`config.mk`:
```
export PLATFORM = sky130hd
export DESIGN_NAME = alu_status_unit
export DESIGN_NICKNAME = d
export VERILOG_FILES = /design/src/rtl/alu_pkg.sv /design/src/rtl/nzcv_stack.sv /design/src/rtl/alu_status_unit.sv
export SDC_FILE = /design/constraint.sdc
export NUM_CORES = 1
export LEC_CHECK = 0
export ABC_AREA = 0
export BUFFER_PORTS_ARGS = -buffer_cell sky130_fd_sc_hd__buf_2
export CORE_ASPECT_RATIO = 1.2
export CORE_MARGIN = 2
export CORE_UTILIZATION = 57
export DETAILED_ROUTE_END_ITERATION = 8
export PLACE_DENSITY = 0.84
export SYNTH_ARGS = -nofsm -noshare
export SYNTH_HDL_FRONTEND = slang
export SYNTH_SLANG_ARGS = --single-unit
```
`constraint.sdc`:
```
create_clock -name clock -period 6.6 [get_ports clock]
set_clock_uncertainty 0.15 [all_clocks]
set_input_delay 1.65 -clock clock [delete_from_list [all_inputs] [get_ports clock]]
set_output_delay 1.65 -clock clock [all_outputs]
set_load 0.03 [all_outputs]
```
`src/rtl/alu_pkg.sv`:
```
// rtl/alu_pkg.sv - shared ALU opcode, condition-code and NZCV constants
package alu_pkg;

  typedef logic [3:0] nzcv_t;

  localparam int NZCV_N = 3;
  localparam int NZCV_Z = 2;
  localparam int NZCV_C = 1;
  localparam int NZCV_V = 0;

  localparam logic [3:0] OP_ADC   = 4'd1;
  localparam logic [3:0] OP_ADD   = 4'd2;
  localparam logic [3:0] OP_AND   = 4'd3;
  localparam logic [3:0] OP_OR    = 4'd4;
  localparam logic [3:0] OP_SUB   = 4'd5;
  localparam logic [3:0] OP_SBC   = 4'd6;
  localparam logic [3:0] OP_XOR   = 4'd7;
  localparam logic [3:0] OP_RSB   = 4'd8;
  localparam logic [3:0] OP_NOT   = 4'd9;
  localparam logic [3:0] OP_DIV   = 4'd10;
  localparam logic [3:0] OP_MOD   = 4'd11;
  localparam logic [3:0] OP_SHIFT = 4'd12;
  localparam logic [3:0] OP_LOR   = 4'd13;
  localparam logic [3:0] OP_LAND  = 4'd14;

  localparam logic [3:0] COND_EQ = 4'd0;
  localparam logic [3:0] COND_NE = 4'd1;
  localparam logic [3:0] COND_CS = 4'd2;
  localparam logic [3:0] COND_CC = 4'd3;
  localparam logic [3:0] COND_MI = 4'd4;
  localparam logic [3:0] COND_PL = 4'd5;
  localparam logic [3:0] COND_VS = 4'd6;
  localparam logic [3:0] COND_VC = 4'd7;
  localparam logic [3:0] COND_HI = 4'd8;
  localparam logic [3:0] COND_LS = 4'd9;
  localparam logic [3:0] COND_GE = 4'd10;
  localparam logic [3:0] COND_LT = 4'd11;
  localparam logic [3:0] COND_GT = 4'd12;
  localparam logic [3:0] COND_LE = 4'd13;
  localparam logic [3:0] COND_AL = 4'd14;
  localparam logic [3:0] COND_NV = 4'd15;

  localparam nzcv_t MASK_ALL  = 4'b1111;
  localparam nzcv_t MASK_NZ   = 4'b1100;
  localparam nzcv_t MASK_V    = 4'b0001;
  localparam nzcv_t MASK_NONE = 4'b0000;

endpackage

```
`src/rtl/nzcv_stack.sv`:
```
// rtl/nzcv_stack.sv - bounded LIFO of NZCV snapshots with sticky overflow/underflow error
module nzcv_stack
  import alu_pkg::*;
#(
  parameter int DEPTH = 4
) (
  input  logic                    clock,
  input  logic                    reset,
  input  logic                    push,
  input  logic                    pop,
  input  nzcv_t                   din,
  output nzcv_t                   top,
  output logic                    pop_ok,
  output logic [$clog2(DEPTH):0]  count,
  output logic                    err
);

  localparam int AW = $clog2(DEPTH);
  localparam int CW = AW + 1;

  nzcv_t          mem [DEPTH];
  logic           empty;
  logic           full;
  logic [CW-1:0]  count_dec;
  logic [AW-1:0]  top_idx;
  logic [AW-1:0]  wr_idx;
  logic           mem_we;
  logic [AW-1:0]  mem_widx;

  assign empty     = (count == '0);
  assign full      = (count == CW'(DEPTH));
  assign count_dec = count - 1'b1;
  assign top_idx   = count_dec[AW-1:0];
  assign wr_idx    = count[AW-1:0];
  assign top       = mem[top_idx];
  assign pop_ok    = pop && !empty;

  // Simultaneous push+pop swaps the top slot in place instead of moving the pointer.
  always_comb begin
    mem_we   = 1'b0;
    mem_widx = wr_idx;
    if (push && pop) begin
      mem_we   = !empty;
      mem_widx = top_idx;
    end else if (push) begin
      mem_we   = !full;
      mem_widx = wr_idx;
    end
  end

  always_ff @(posedge clock) begin
    if (mem_we) begin
      mem[mem_widx] <= din;
    end
  end

  always_ff @(posedge clock) begin
    if (!reset) begin
      count <= '0;
      err   <= 1'b0;
    end else if (push && pop) begin
      if (empty) begin
        err <= 1'b1;
      end
    end else if (pop) begin
      if (empty) begin
        err <= 1'b1;
      end else begin
        count <= count_dec;
      end
    end else if (push) begin
      if (full) begin
        err <= 1'b1;
      end else begin
        count <= count + 1'b1;
      end
    end
  end

endmodule

```
`src/rtl/alu_status_unit.sv`:
```
// rtl/alu_status_unit.sv - NZCV flag register, carry feedback, condition evaluation and shadow stack
module alu_status_unit
  import alu_pkg::*;
#(
  parameter int DEPTH = 4
) (
  input  logic                    clock,
  input  logic                    reset,
  input  logic                    Negative,
  input  logic                    Zero,
  input  logic                    Carry,
  input  logic                    oVerflow,
  input  logic [3:0]              alu_control,
  input  logic                    update_en,
  input  logic                    flag_wr,
  input  logic [3:0]              flag_wdata,
  input  logic                    push,
  input  logic                    pop,
  input  logic [3:0]              cond,
  input  logic                    cond_valid,
  output logic [3:0]              nzcv,
  output logic                    CarryIn,
  output logic                    cond_pass,
  output logic                    cond_done,
  output logic [$clog2(DEPTH):0]  stack_count,
  output logic                    stack_err
);

  function automatic nzcv_t write_mask(input logic [3:0] op);
    nzcv_t m;
    case (op)
      OP_ADC, OP_ADD, OP_SUB, OP_SBC, OP_RSB: m = MASK_ALL;
      OP_DIV, OP_MOD:                         m = MASK_V;
      OP_SHIFT:                               m = MASK_NONE;
      default:                                m = MASK_NZ;
    endcase
    return m;
  endfunction

  function automatic logic cond_eval(input logic [3:0] c, input nzcv_t f);
    logic n, z, cy, v, r;
    n  = f[NZCV_N];
    z  = f[NZCV_Z];
    cy = f[NZCV_C];
    v  = f[NZCV_V];
    case (c)
      COND_EQ: r = z;
      COND_NE: r = !z;
      COND_CS: r = cy;
      COND_CC: r = !cy;
      COND_MI: r = n;
      COND_PL: r = !n;
      COND_VS: r = v;
      COND_VC: r = !v;
      COND_HI: r = cy && !z;
      COND_LS: r = !cy || z;
      COND_GE: r = (n == v);
      COND_LT: r = (n != v);
      COND_GT: r = !z && (n == v);
      COND_LE: r = z || (n != v);
      COND_AL: r = 1'b1;
      default: r = 1'b0;
    endcase
    return r;
  endfunction

  nzcv_t  alu_flags;
  nzcv_t  mask;
  nzcv_t  stack_top;
  logic   pop_ok;
  nzcv_t  nzcv_next;

  assign alu_flags = {Negative, Zero, Carry, oVerflow};
  assign mask      = write_mask(alu_control);
  assign CarryIn   = nzcv[NZCV_C];

  nzcv_stack #(
    .DEPTH (DEPTH)
  ) u_stack (
    .clock  (clock),
    .reset  (reset),
    .push   (push),
    .pop    (pop),
    .din    (nzcv),
    .top    (stack_top),
    .pop_ok (pop_ok),
    .count  (stack_count),
    .err    (stack_err)
  );

  // A failed pop (empty stack) falls through so lower-priority writes still land.
  always_comb begin
    nzcv_next = nzcv;
    if (pop_ok) begin
      nzcv_next = stack_top;
    end else if (flag_wr) begin
      nzcv_next = flag_wdata;
    end else if (update_en) begin
      nzcv_next = (nzcv & ~mask) | (alu_flags & mask);
    end
  end

  always_ff @(posedge clock) begin
    if (!reset) begin
      nzcv      <= '0;
      cond_pass <= 1'b0;
      cond_done <= 1'b0;
    end else begin
      nzcv      <= nzcv_next;
      cond_done <= cond_valid;
      if (cond_valid) begin
        cond_pass <= cond_eval(cond, nzcv);
      end
    end
  end

endmodule

```
==> impl_summary.log <==
[metrics] post-route ant nets: 0
[metrics] Post-CTS Resized: 0
[metrics] CP Cell Sequence: buf_2
[metrics] number of antenna violations at the first check in global routing: 0
[metrics] horizontal die dimension: around 50 microns
[metrics] worst-case setup margin in the final layout: between 3000 and 4000 ps
[metrics] Top Ports: 34
[metrics] number of enable flip-flop cells after synthesis: 16
[metrics] slew of the pin with the lowest slew margin: between 400 and 500 ps
[metrics] pin count of the biggest net entering global routing: 15
[metrics] number of global-route vias before repair: between 1000 and 1500
[metrics] total number of nets in the final design: approximately 190
[metrics] clk buf depth: 2
[metrics] Crit path buffers/inverters: 1
[metrics] xor and xnor area share after synthesis: about 3%
[metrics] Row Count: 20
[metrics] total number of vias: ~1200
[metrics] CTS H-tree depth: 1
[metrics] Avg Vias per Cell: 5.883
[metrics] RSZ-0062 raised after global routing: false
[metrics] Routability Congestion: 0.7940
[metrics] drt pass-1 iters: 4
[metrics] final hold vios: 0
[metrics] Die Height: approximately 60 microns
[metrics] primary flip-flop cell chosen by synthesis mapping: edfxtp_1
[metrics] sequential element share of the synthesized area: between 40 and 50%
[metrics] Post CTS Setup Buffer Count: 0
[metrics] leakage dissipation: between 0.0007 and 0.0008 uW
[metrics] type of origin of the critical path: register
[metrics] combinational family with the most area after synthesis: simple AND/OR/NAND/NOR gates
[metrics] largest fanout of any net on the critical path: 8
[metrics] half-perimeter wire length after detailed placement: between 2000 and 2500 microns
[metrics] FMAX: about 330 MHz
[metrics] distinct cell type count after synthesis: 40
[metrics] total chip power: between 400 and 500 uW
[metrics] area share of the largest cell type after synthesis: 32.32%
[metrics] warnings from Yosys: 0
[metrics] area growth from synthesis to layout: 13.05%
[metrics] die area: between 3000 and 4000 sq um
[metrics] crit share post-route: roughly 46%
[metrics] commonest non-fill, non-tap cells in the layout: buf_2, edfxtp_1, dfxtp_1
[metrics] number of max-cap violations: 0
[metrics] async set or reset register ratio after synthesis: 0%
[metrics] Wirelength per Cell: 16.37 microns
[metrics] starting density of the core: roughly three fifths
[metrics] setup tns final: 0 ps
[metrics] relative slew slack: 71.31%
[metrics] mux share of post-synthesis cell area: 12.96%
[metrics] clock insertion delay at the later pin of the skew report: roughly 320 ps
[metrics] fraction of final layout cells sized beyond drive strength 1: a little over a quarter
[metrics] biggest area contributors in the synthesized netlist: edfxtp_1, dfxtp_1, mux4_2
[metrics] final WL: 3224 microns
[metrics] Post-Layout Cell Count: about 200
[metrics] final slew viol count: 0
[metrics] DP Cell Count: between 150 and 200
[metrics] global-route wire length before repair: between 5000 and 6000 microns
[metrics] synthesized-area fraction occupied by ao, oa, aoi and oai cells: approximately an eighth
[metrics] reg-to-reg slack, setup: ~4100 ps
[metrics] largest stage delay on the critical path: around 610 ps
[metrics] clock input transition at the sequential cells of the worst setup and hold paths: roughly 140 ps
[metrics] GRT Resource Usage Total: between 20% and 30%
[metrics] critical path's slowest cell: dfxtp_1
[metrics] number of endpoints failing setup at the final stage: 0
[metrics] # diodes: 0
[metrics] largest voltage drop on the vdd net: between 150 and 200 uV
[metrics] average cell area after synthesis: about 11 sq um
[metrics] hold_ws: about 350 ps
[metrics] Sinks on Clock Net: 26
[metrics] Post-Syn Nets: 162
[metrics] Top delay family on crit path: flip-flops
[metrics] clock tree from TritonCTS: yes
[metrics] classification of the worst-slack hold path: register to register
[metrics] Power per Cell Area: between 200 and 250 nW/um^2
[metrics] most common cell after layout, fill and taps aside: buf_2
[metrics] Synth Area in Simple Gates: roughly 17%
[metrics] count of state elements after synthesis: 26
[metrics] required time worst endpoint: approximately 4800 ps
[metrics] arithmetic-cell share of the synthesized area counting full adders, half adders and majority gates: between 4 and 5%
[metrics] clock root cell: clkbuf_4
[metrics] Data arrival, critical path: 1210 ps
[metrics] most area-hungry cell type in the Yosys netlist: edfxtp_1
[metrics] number of buffers added on ports: 33
[metrics] GRT Residual Overflow: 0
[metrics] gate count after technology mapping: 134
[metrics] start-to-end type of the worst setup path: register to primary output
[metrics] cell area after synthesis: around 1500 sq um
[metrics] starting DRC count in detailed routing: 34
[metrics] # DRC: 0
[metrics] critical path capture point type: primary output
[metrics] result of the run: finished clean
[metrics] placeable core area: around 2500 sq um
[metrics] clock buffers created by TritonCTS: 3
[metrics] worst slack at placement: approximately 3400 ps
[metrics] cts hold-fix bufs: 0
[metrics] minimum period implied by the final worst setup slack: around 3000 ps
-- worst reg2reg max path, stage by stage, from the launching register on --
cell and delay [ps]:
dfxtp_1 610, inv_1 200, ha_1 300, nand2b_1 110, and2_1 350, mux2i_1 180
nor2_1 340
-- final timing paths --
check	cells past startpoint	startpoint	to
hold / removal	2	u_stack.err$_SDFFE_PN0P_	u_stack.err$_SDFFE_PN0P_
setup reg to reg	6	u_stack.count[0]$_SDFFE_PN0P_	u_stack.mem[3][2]$_DFFE_PP_
hold reg to reg	2	u_stack.err$_SDFFE_PN0P_	u_stack.err$_SDFFE_PN0P_
setup / recovery	1	u_stack.count[0]$_SDFFE_PN0P_	stack_count[0]
-- routing by layer --
layer  track usage (%)  vias to the layer above  share of wire, %
met1             27.14                      559                42
met4             11.20                        0              0.90
met2             40.79                       34                54
met3             4.250                        4               3.6
li1                  -                      562                 -
met5                 0                        -                 0
-- power by group --
part / internal, uW / switching, uW
Combinational: 53.9 / 72.0
Clock: 22.1 / 47.5
Sequential: 193 / 22.2
-- area by class of cell --
| type | count | area, sq um |
|---|---|---|
| Clock buffer | 3 | 22.52 |
| Tap cell | 33 | 41.29 |
| Inverter | 7 | 26.28 |
| Clock inverter | 1 | 3.754 |
| Sequential cell | 26 | 680.7 |
| Timing Repair Buffer | 33 | 165.2 |
| Multi-Input combinational cell | 94 | 740.7 |
| Fill cell | 203 | 822.0 |
-- stage by stage --
stage          instance area, sq um  utilization (%)
6_report                       1680            67.15
5_1_grt                        1680            67.15
4_1_cts                        1680            67.15
3_5_place_dp                   1654            66.10
3_3_place_gp                   1654            66.10
2_1_floorplan                  1486                -
-- kinds of logic after synthesis --
logic type,count (synthesis)
simple gates,44
compound gates,26
flops,26
buf+inv,14
mux,14
xor+xnor,5
fa+ha+maj,5
-- synth_stat cells (2+ instances only) --
library cell / instances
a21oi_1: 6
a22oi_1: 2
and2_1: 3
and3b_1: 2
clkbuf_1: 4
dfxtp_1: 10
edfxtp_1: 16
ha_1: 5
inv_1: 7
mux2i_1: 8
mux4_2: 4
nand2_1: 5
nand2b_1: 3
nand3_1: 9
nor2_1: 9
nor2b_1: 4
o21ai_0: 6
o221ai_1: 5
or3_1: 2
xor2_1: 4
(Power assumes the default switching activity.)
